## config.mk

```make
export PLATFORM = sky130hd
export DESIGN_NAME = if_id_queue
export DESIGN_NICKNAME = d
export VERILOG_FILES = /design/src/rtl/if_id_queue.sv
export SDC_FILE = /design/constraint.sdc
export NUM_CORES = 1
export LEC_CHECK = 0
export BUFFER_PORTS_ARGS = -buffer_cell sky130_fd_sc_hd__buf_4
export CAP_MARGIN = 20
export CORE_MARGIN = 2
export CORE_UTILIZATION = 35
export CTS_BUF_LIST = sky130_fd_sc_hd__clkbuf_16
export DETAILED_ROUTE_END_ITERATION = 16
export PLACE_DENSITY = 0.48
export SKIP_CTS_REPAIR_TIMING = 1
export SLEW_MARGIN = 20
export SYNTH_ARGS = -nofsm -noshare
export SYNTH_HDL_FRONTEND = slang
export SYNTH_SLANG_ARGS = --single-unit
```

## constraint.sdc

```tcl
create_clock -name clk -period 28.1 [get_ports clk]
set_clock_uncertainty 0.2 [all_clocks]
set_input_delay 0 -clock clk [delete_from_list [all_inputs] [get_ports clk]]
set_output_delay 0 -clock clk [all_outputs]
set_load 0.01 [all_outputs]
```

## src/rtl/if_id_queue.sv

```systemverilog
// IF/ID decoupling stage: DEPTH-entry fetch queue feeding the ID output register.
// Ports: clk, rst (async, active-low), flush/clrslot control, IF valid/ready push side, ID outputs, q_count.
module if_id_queue #(
  parameter int DEPTH = 4,
  parameter int AW    = 32,
  parameter int DW    = 32,
  parameter int EW    = 5
) (
  input  logic                   clk,
  input  logic                   rst,
  input  logic                   flush,
  input  logic                   clrslot,
  input  logic                   if_valid,
  output logic                   if_ready,
  input  logic [AW-1:0]          if_pc,
  input  logic [AW-1:0]          if_pcp4,
  input  logic [DW-1:0]          if_inst,
  input  logic [EW-1:0]          if_excp,
  input  logic                   id_stall,
  input  logic                   id_isbranch,
  output logic [AW-1:0]          id_pc,
  output logic [AW-1:0]          id_pcp4,
  output logic [DW-1:0]          id_inst,
  output logic [EW-1:0]          id_excp,
  output logic                   id_inslot,
  output logic                   id_null,
  output logic [$clog2(DEPTH):0] q_count
);

  localparam int PW = $clog2(DEPTH);
  localparam int CW = PW + 1;
  localparam logic [CW-1:0] FULL_C = CW'(DEPTH);

  typedef struct packed {
    logic [AW-1:0] pc;
    logic [AW-1:0] pcp4;
    logic [DW-1:0] inst;
    logic [EW-1:0] excp;
  } entry_t;

  localparam entry_t BUBBLE = '0;

  entry_t        mem [DEPTH];
  entry_t        if_e;
  entry_t        head_e;
  entry_t        sel_e;
  entry_t        out_q;
  entry_t        out_d;

  logic [PW-1:0] rd_ptr;
  logic [PW-1:0] rd_d;
  logic [PW-1:0] wr_ptr;
  logic [PW-1:0] wr_d;
  logic [CW-1:0] cnt_q;
  logic [CW-1:0] cnt_d;

  logic          null_q;
  logic          null_d;
  logic          slot_q;
  logic          slot_d;
  logic          sp_q;
  logic          sp_d;
  logic          kp_q;
  logic          kp_d;

  logic          empty;
  logic          full;
  logic          push;
  logic          adv;
  logic          avail;
  logic          take;
  logic          kill;
  logic          pop;
  logic          byp;
  logic          wr_en;
  logic          slot_take;

  assign if_e = '{
    pc:   if_pc,
    pcp4: if_pcp4,
    inst: if_inst,
    excp: if_excp
  };

  assign head_e = mem[rd_ptr];

  assign empty    = (cnt_q == '0);
  assign full     = (cnt_q == FULL_C);
  assign if_ready = ~full & ~flush;
  assign push     = if_valid & if_ready;
  assign adv      = ~id_stall;

  // A real entry is available from the head, or by bypass when empty.
  assign avail = ~empty | push;
  assign take  = adv & avail;
  assign kill  = take & (clrslot | kp_q);
  assign pop   = adv & ~empty;
  assign byp   = adv & empty & push;
  assign wr_en = push & ~byp;
  assign sel_e = empty ? if_e : head_e;

  // The next real entry is a delay slot if a live branch is leaving ID
  // now, or one left earlier while only bubbles followed it.
  assign slot_take = (~null_q & id_isbranch) | sp_q;

  always_comb begin
    rd_d   = rd_ptr;
    wr_d   = wr_ptr;
    cnt_d  = cnt_q;
    out_d  = out_q;
    null_d = null_q;
    slot_d = slot_q;
    sp_d   = sp_q;
    kp_d   = kp_q;
    if (flush) begin
      rd_d   = '0;
      wr_d   = '0;
      cnt_d  = '0;
      out_d  = BUBBLE;
      null_d = 1'b1;
      slot_d = 1'b0;
      sp_d   = 1'b0;
      kp_d   = 1'b0;
    end else if (adv) begin
      rd_d  = rd_ptr + PW'(pop);
      wr_d  = wr_ptr + PW'(wr_en);
      cnt_d = cnt_q + CW'(wr_en) - CW'(pop);
      if (kill) begin
        out_d  = BUBBLE;
        null_d = 1'b1;
        slot_d = 1'b0;
        sp_d   = 1'b0;
        kp_d   = 1'b0;
      end else if (take) begin
        out_d  = sel_e;
        null_d = 1'b0;
        slot_d = slot_take;
        sp_d   = 1'b0;
      end else begin
        out_d  = BUBBLE;
        null_d = 1'b1;
        slot_d = 1'b0;
        if (clrslot) begin
          kp_d = 1'b1;
          sp_d = 1'b0;
        end else if (!kp_q) begin
          sp_d = slot_take;
        end
      end
    end else begin
      wr_d  = wr_ptr + PW'(wr_en);
      cnt_d = cnt_q + CW'(wr_en);
    end
  end

  always_ff @(posedge clk or negedge rst) begin
    if (!rst) begin
      rd_ptr <= '0;
      wr_ptr <= '0;
      cnt_q  <= '0;
      out_q  <= BUBBLE;
      null_q <= 1'b1;
      slot_q <= 1'b0;
      sp_q   <= 1'b0;
      kp_q   <= 1'b0;
    end else begin
      rd_ptr <= rd_d;
      wr_ptr <= wr_d;
      cnt_q  <= cnt_d;
      out_q  <= out_d;
      null_q <= null_d;
      slot_q <= slot_d;
      sp_q   <= sp_d;
      kp_q   <= kp_d;
    end
  end

  // Storage carries no reset; occupancy is tracked by the pointers.
  always_ff @(posedge clk) begin
    if (wr_en) begin
      mem[wr_ptr] <= if_e;
    end
  end

  assign id_pc     = out_q.pc;
  assign id_pcp4   = out_q.pcp4;
  assign id_inst   = out_q.inst;
  assign id_excp   = out_q.excp;
  assign id_inslot = slot_q;
  assign id_null   = null_q;
  assign q_count   = cnt_q;

endmodule

```

==> results.yml <==
outcome:
  status: "finished, violations left"
  violations: "negative hold slack"
global_route:
  global_route.usage.met3_pct: 3.72
  global_route_total_overflow: 0
  grt_max_degree: 78
  global_route.usage.met1_pct: 24.8
  grt_first_pass_wirelength_mm: 80.1
  via_count_of_the_first_global_routing_pass: 12200
  grt_util_met2_pct: 29.3
  grt_antenna_before_repair: 4
  grt_busiest_layer: "met2"
  grt_usage_pct: 18.0
cells_and_area:
  area_used_by_multi_input_combinational_logic_um2: 4880
  antenna-diode-count: 0
  layout.core_utilization_pct: 47.0
  filler_cell_count: 4963
  seq_cell_area_um2: 14900
  final_layout_size_suffix_gt1_share_pct: 28.2
  area_growth_pct: 32.0
  nNetsFinal: 1697
logic_synthesis:
  synthesis.yosys.warnings: 0
  syn_inst: 1170
  edff_count_synth: 404
  synthArstFlopShare_pct: 21.7
  synthesis.area_um2: 20200
  netlist-cell-type-count: 33
  synth_most_common_cell: "edfxtp_1"
  synth_area_leader_cell: "edfxtp_1"
  syn_area_per_cell_um2: 17.2
  mappedNetlistNets: 1284
  synth_commonest_cells: "404 x edfxtp_1, 111 x dfrtp_1, 106 x nand3_1"
  synth_ff_type: "edfxtp_1"
  share_of_the_synthesized_area_in_the_top_cell_type_pct: 60.2
  synth_area_leaders: "edfxtp_1 60%, dfrtp_1 14%, mux4_2 11%, nand3_1 2.6%, nor3_1 2.5%"
  ys_ff_latch: 516
  synth.yosys.seq_area_share_pct: 74.1
route:
  wl_per_cell_um: 23.1
  postRouteWirelength_mm: 55.2
  detail_route.iter0.violations: 846
  vias_per_cell: 5.18
  drt_drc_violations_left: 0
  detailedRoute.firstPassIterationCount: 5
  num_vias: 12400
  postRouteAntennaNets: 0
sta:
  tightest_slew_ps: 1100
  timing.final.crit_share_pct: 13.4
  count_of_final_max_slew_check_failures: 0
  grt_setup_unrepaired: "no"
  timing.final.ws_setup_ps: 24330
  achievable-frequency_mhz: 266
  tns_ps: 0
  final_critical_path_time_including_i_o_delays_and_setup_ps: 3770
  finalHoldViolations: 2
  timing.final.setup_violations: 0
  worst_slew_margin_rel_pct: 27.0
  hold_ws_ps: -3.10
worst_setup_path:
  crit_path_frequent_cell: "buf_4"
  end_kind: "flop"
  startpoint_type: "input port"
  r2r.worst_path.cells: 5
  critical_path.max_stage_delay_ps: 940
  critical_path_peak_fanout: 63
  rr_endpoint: "id_pc[3]"
  timing.critical_path.cells: "dlygate4sd3_1, buf_4, nor2b_4, buf_4, o31ai_1, inv_1, and3_4, buf_4"
  critPathRequiredTime_ps: 28120
  worst-r2r-setup-slack_ps: 24420
  worstPathArrival_ps: 3780
  timing_worst_setup_path_type: "input port to flop"
  timing.critical_path.from: "flush"
  r2r_start: "rd_ptr[0]"
  critical_path.endpoint: "mem[3][87]"
  critical_path.slowest_cell: "buf_4"
pwr:
  cellInternalPower_uw: 1400
  power.static_leakage_uw: 0.00955
  worst_ir_drop_vdd_uv: 43.3
  power.combinational.fraction_pct: 11.7
  powerDensity_nw_per_um2: 69.3
  share_seq_of_total_power_pct: 46.8
  p_clk_share_pct: 41.5
  power.net_switching_uw: 446
  p_sw_share_pct: 24.2
clock_tree:
  cts_tree: "yes"
  number_of_sinks_on_the_clock_net: 516
  clk_root_buffer_cell: "clkbuf_16"
  cts.clk_slew.worst_paths_ps: 60
  clk_buf_depth: 3
  numCtsBuffers: 56
  insertion_delay_ps: 600
  ctsHtreeMaxLevel: 2
placement:
  placement.setup.worst_slack_ps: 24240
  numPortBuffers: 214
  hpwlAfterDp_mm: 28.0
  gp_congestion: 0.695
floorplanning:
  coreArea_um2: 56600
  pin_count: 215
  die_area_um2: 59500
  fp-row-count: 87
  die_w_um: 244
  chipHeight_um: 244
  effective_utilization_at_floorplan_pct: 35.6
flow_run:
  max_cap_violations: 0
hold_path:
  min-delay-path-class: "input port to flop"
-- worst min-delay path by stage --
stage	from	end	slack (ps)	cells after the start
after floorplan	rst	id_excp[0]	-500	0
after global placement	rst	id_pc[7]	-30	1
after detailed placement	rst	id_pc[7]	-40	1
after CTS	rst	id_pc[7]	-700	1
after global routing	if_inst[23]	id_inst[23]	-3	4
final	if_pcp4[1]	id_pcp4[1]	-3	4
-- cell type report --
| class | instances | share of cell area, % |
|---|---|---|
| sequential | 516 | 56.2 |
| timing repair buffer | 446 | 14.6 |
| tap | 756 | 3.56 |
| clock inverter | 48 | 1.84 |
| inverter | 4 | 0.0565 |
| multi-input combinational | 559 | 18.4 |
| clock buffer | 57 | 5.36 |
-- per-stage QoR --
step                      instances  area [um^2]  power (uW)
final                          2386        26600        1840
after global routing           2386        26600        1910
after CTS                      2178        24500        1840
after detailed placement       2073        22600        1070
after global placement         2073        22600        1070
after floorplan                1170        20200         985
-- cell usage in the layout, fill, tap and decap left out, types with 5 or more instances in the layout --
cell type,synthesis,routed
a211oi_1,28,28
a211oi_2,20,20
a21oi_1,7,7
buf_4,2,237
bufinv_16,0,10
clkbuf_16,0,57
clkinv_1,0,10
clkinv_2,0,11
clkinvlp_4,0,5
dfrtp_1,111,109
dlygate4sd3_1,0,207
edfxtp_1,404,404
ha_1,6,6
inv_1,4,13
mux4_2,101,101
nand2_1,102,102
nand3_1,106,106
nand4_1,53,53
nor2_1,11,11
nor2b_1,7,5
nor3_1,101,98
-- per-layer routing --
metal	vias to the layer above	share of wire [%]
met4	8	1.6
met1	6494	44
met2	289	49
met3	72	5.0
li1	5487	-
met5	-	0.10
-- sequential cells by signal, indices dropped and copies added (netlist names) --
register   flops
id_null        1
wr_ptr         2
id_inst       32
rd_ptr         2
q_count        3
id_pcp4       32
kp_q           1
id_inslot      1
sp_q           1
id_pc         32
mem          404
id_excp        5
-- cells by family (layout without fill, tap and decap cells) --
kind of cell	after synthesis	after routing	share of synthesized area [%]
adder cells (fa/ha/maj)	6	6	0.373
AO/OA/AOI/OAI	61	61	2.66
XOR/XNOR	4	4	0.174
multiplexers	102	102	11.3
buffers and inverters	95	555	1.96
flip-flops	516	516	74.1
AND/OR/NAND/NOR	386	386	9.38
-- power by group through the flow --
stage / Combinational, uW / Clock (uW) / Sequential (uW)
4_1_cts: 195 / 783 / 863
3_3_place_gp: 194 / 0 / 878
2_1_floorplan: 105 / 0 / 880
5_1_grt: 233 / 812 / 865
3_5_place_dp: 194 / 0 / 879
6_report: 216 / 764 / 862
-- critical path: cells and delay by family --
kind                   cells  cell delay [ps]
AND/OR/NAND/NOR            2              740
buffers and inverters      5             2560
AO/OA/AOI/OAI              1              360
(Power assumes the default switching activity.)
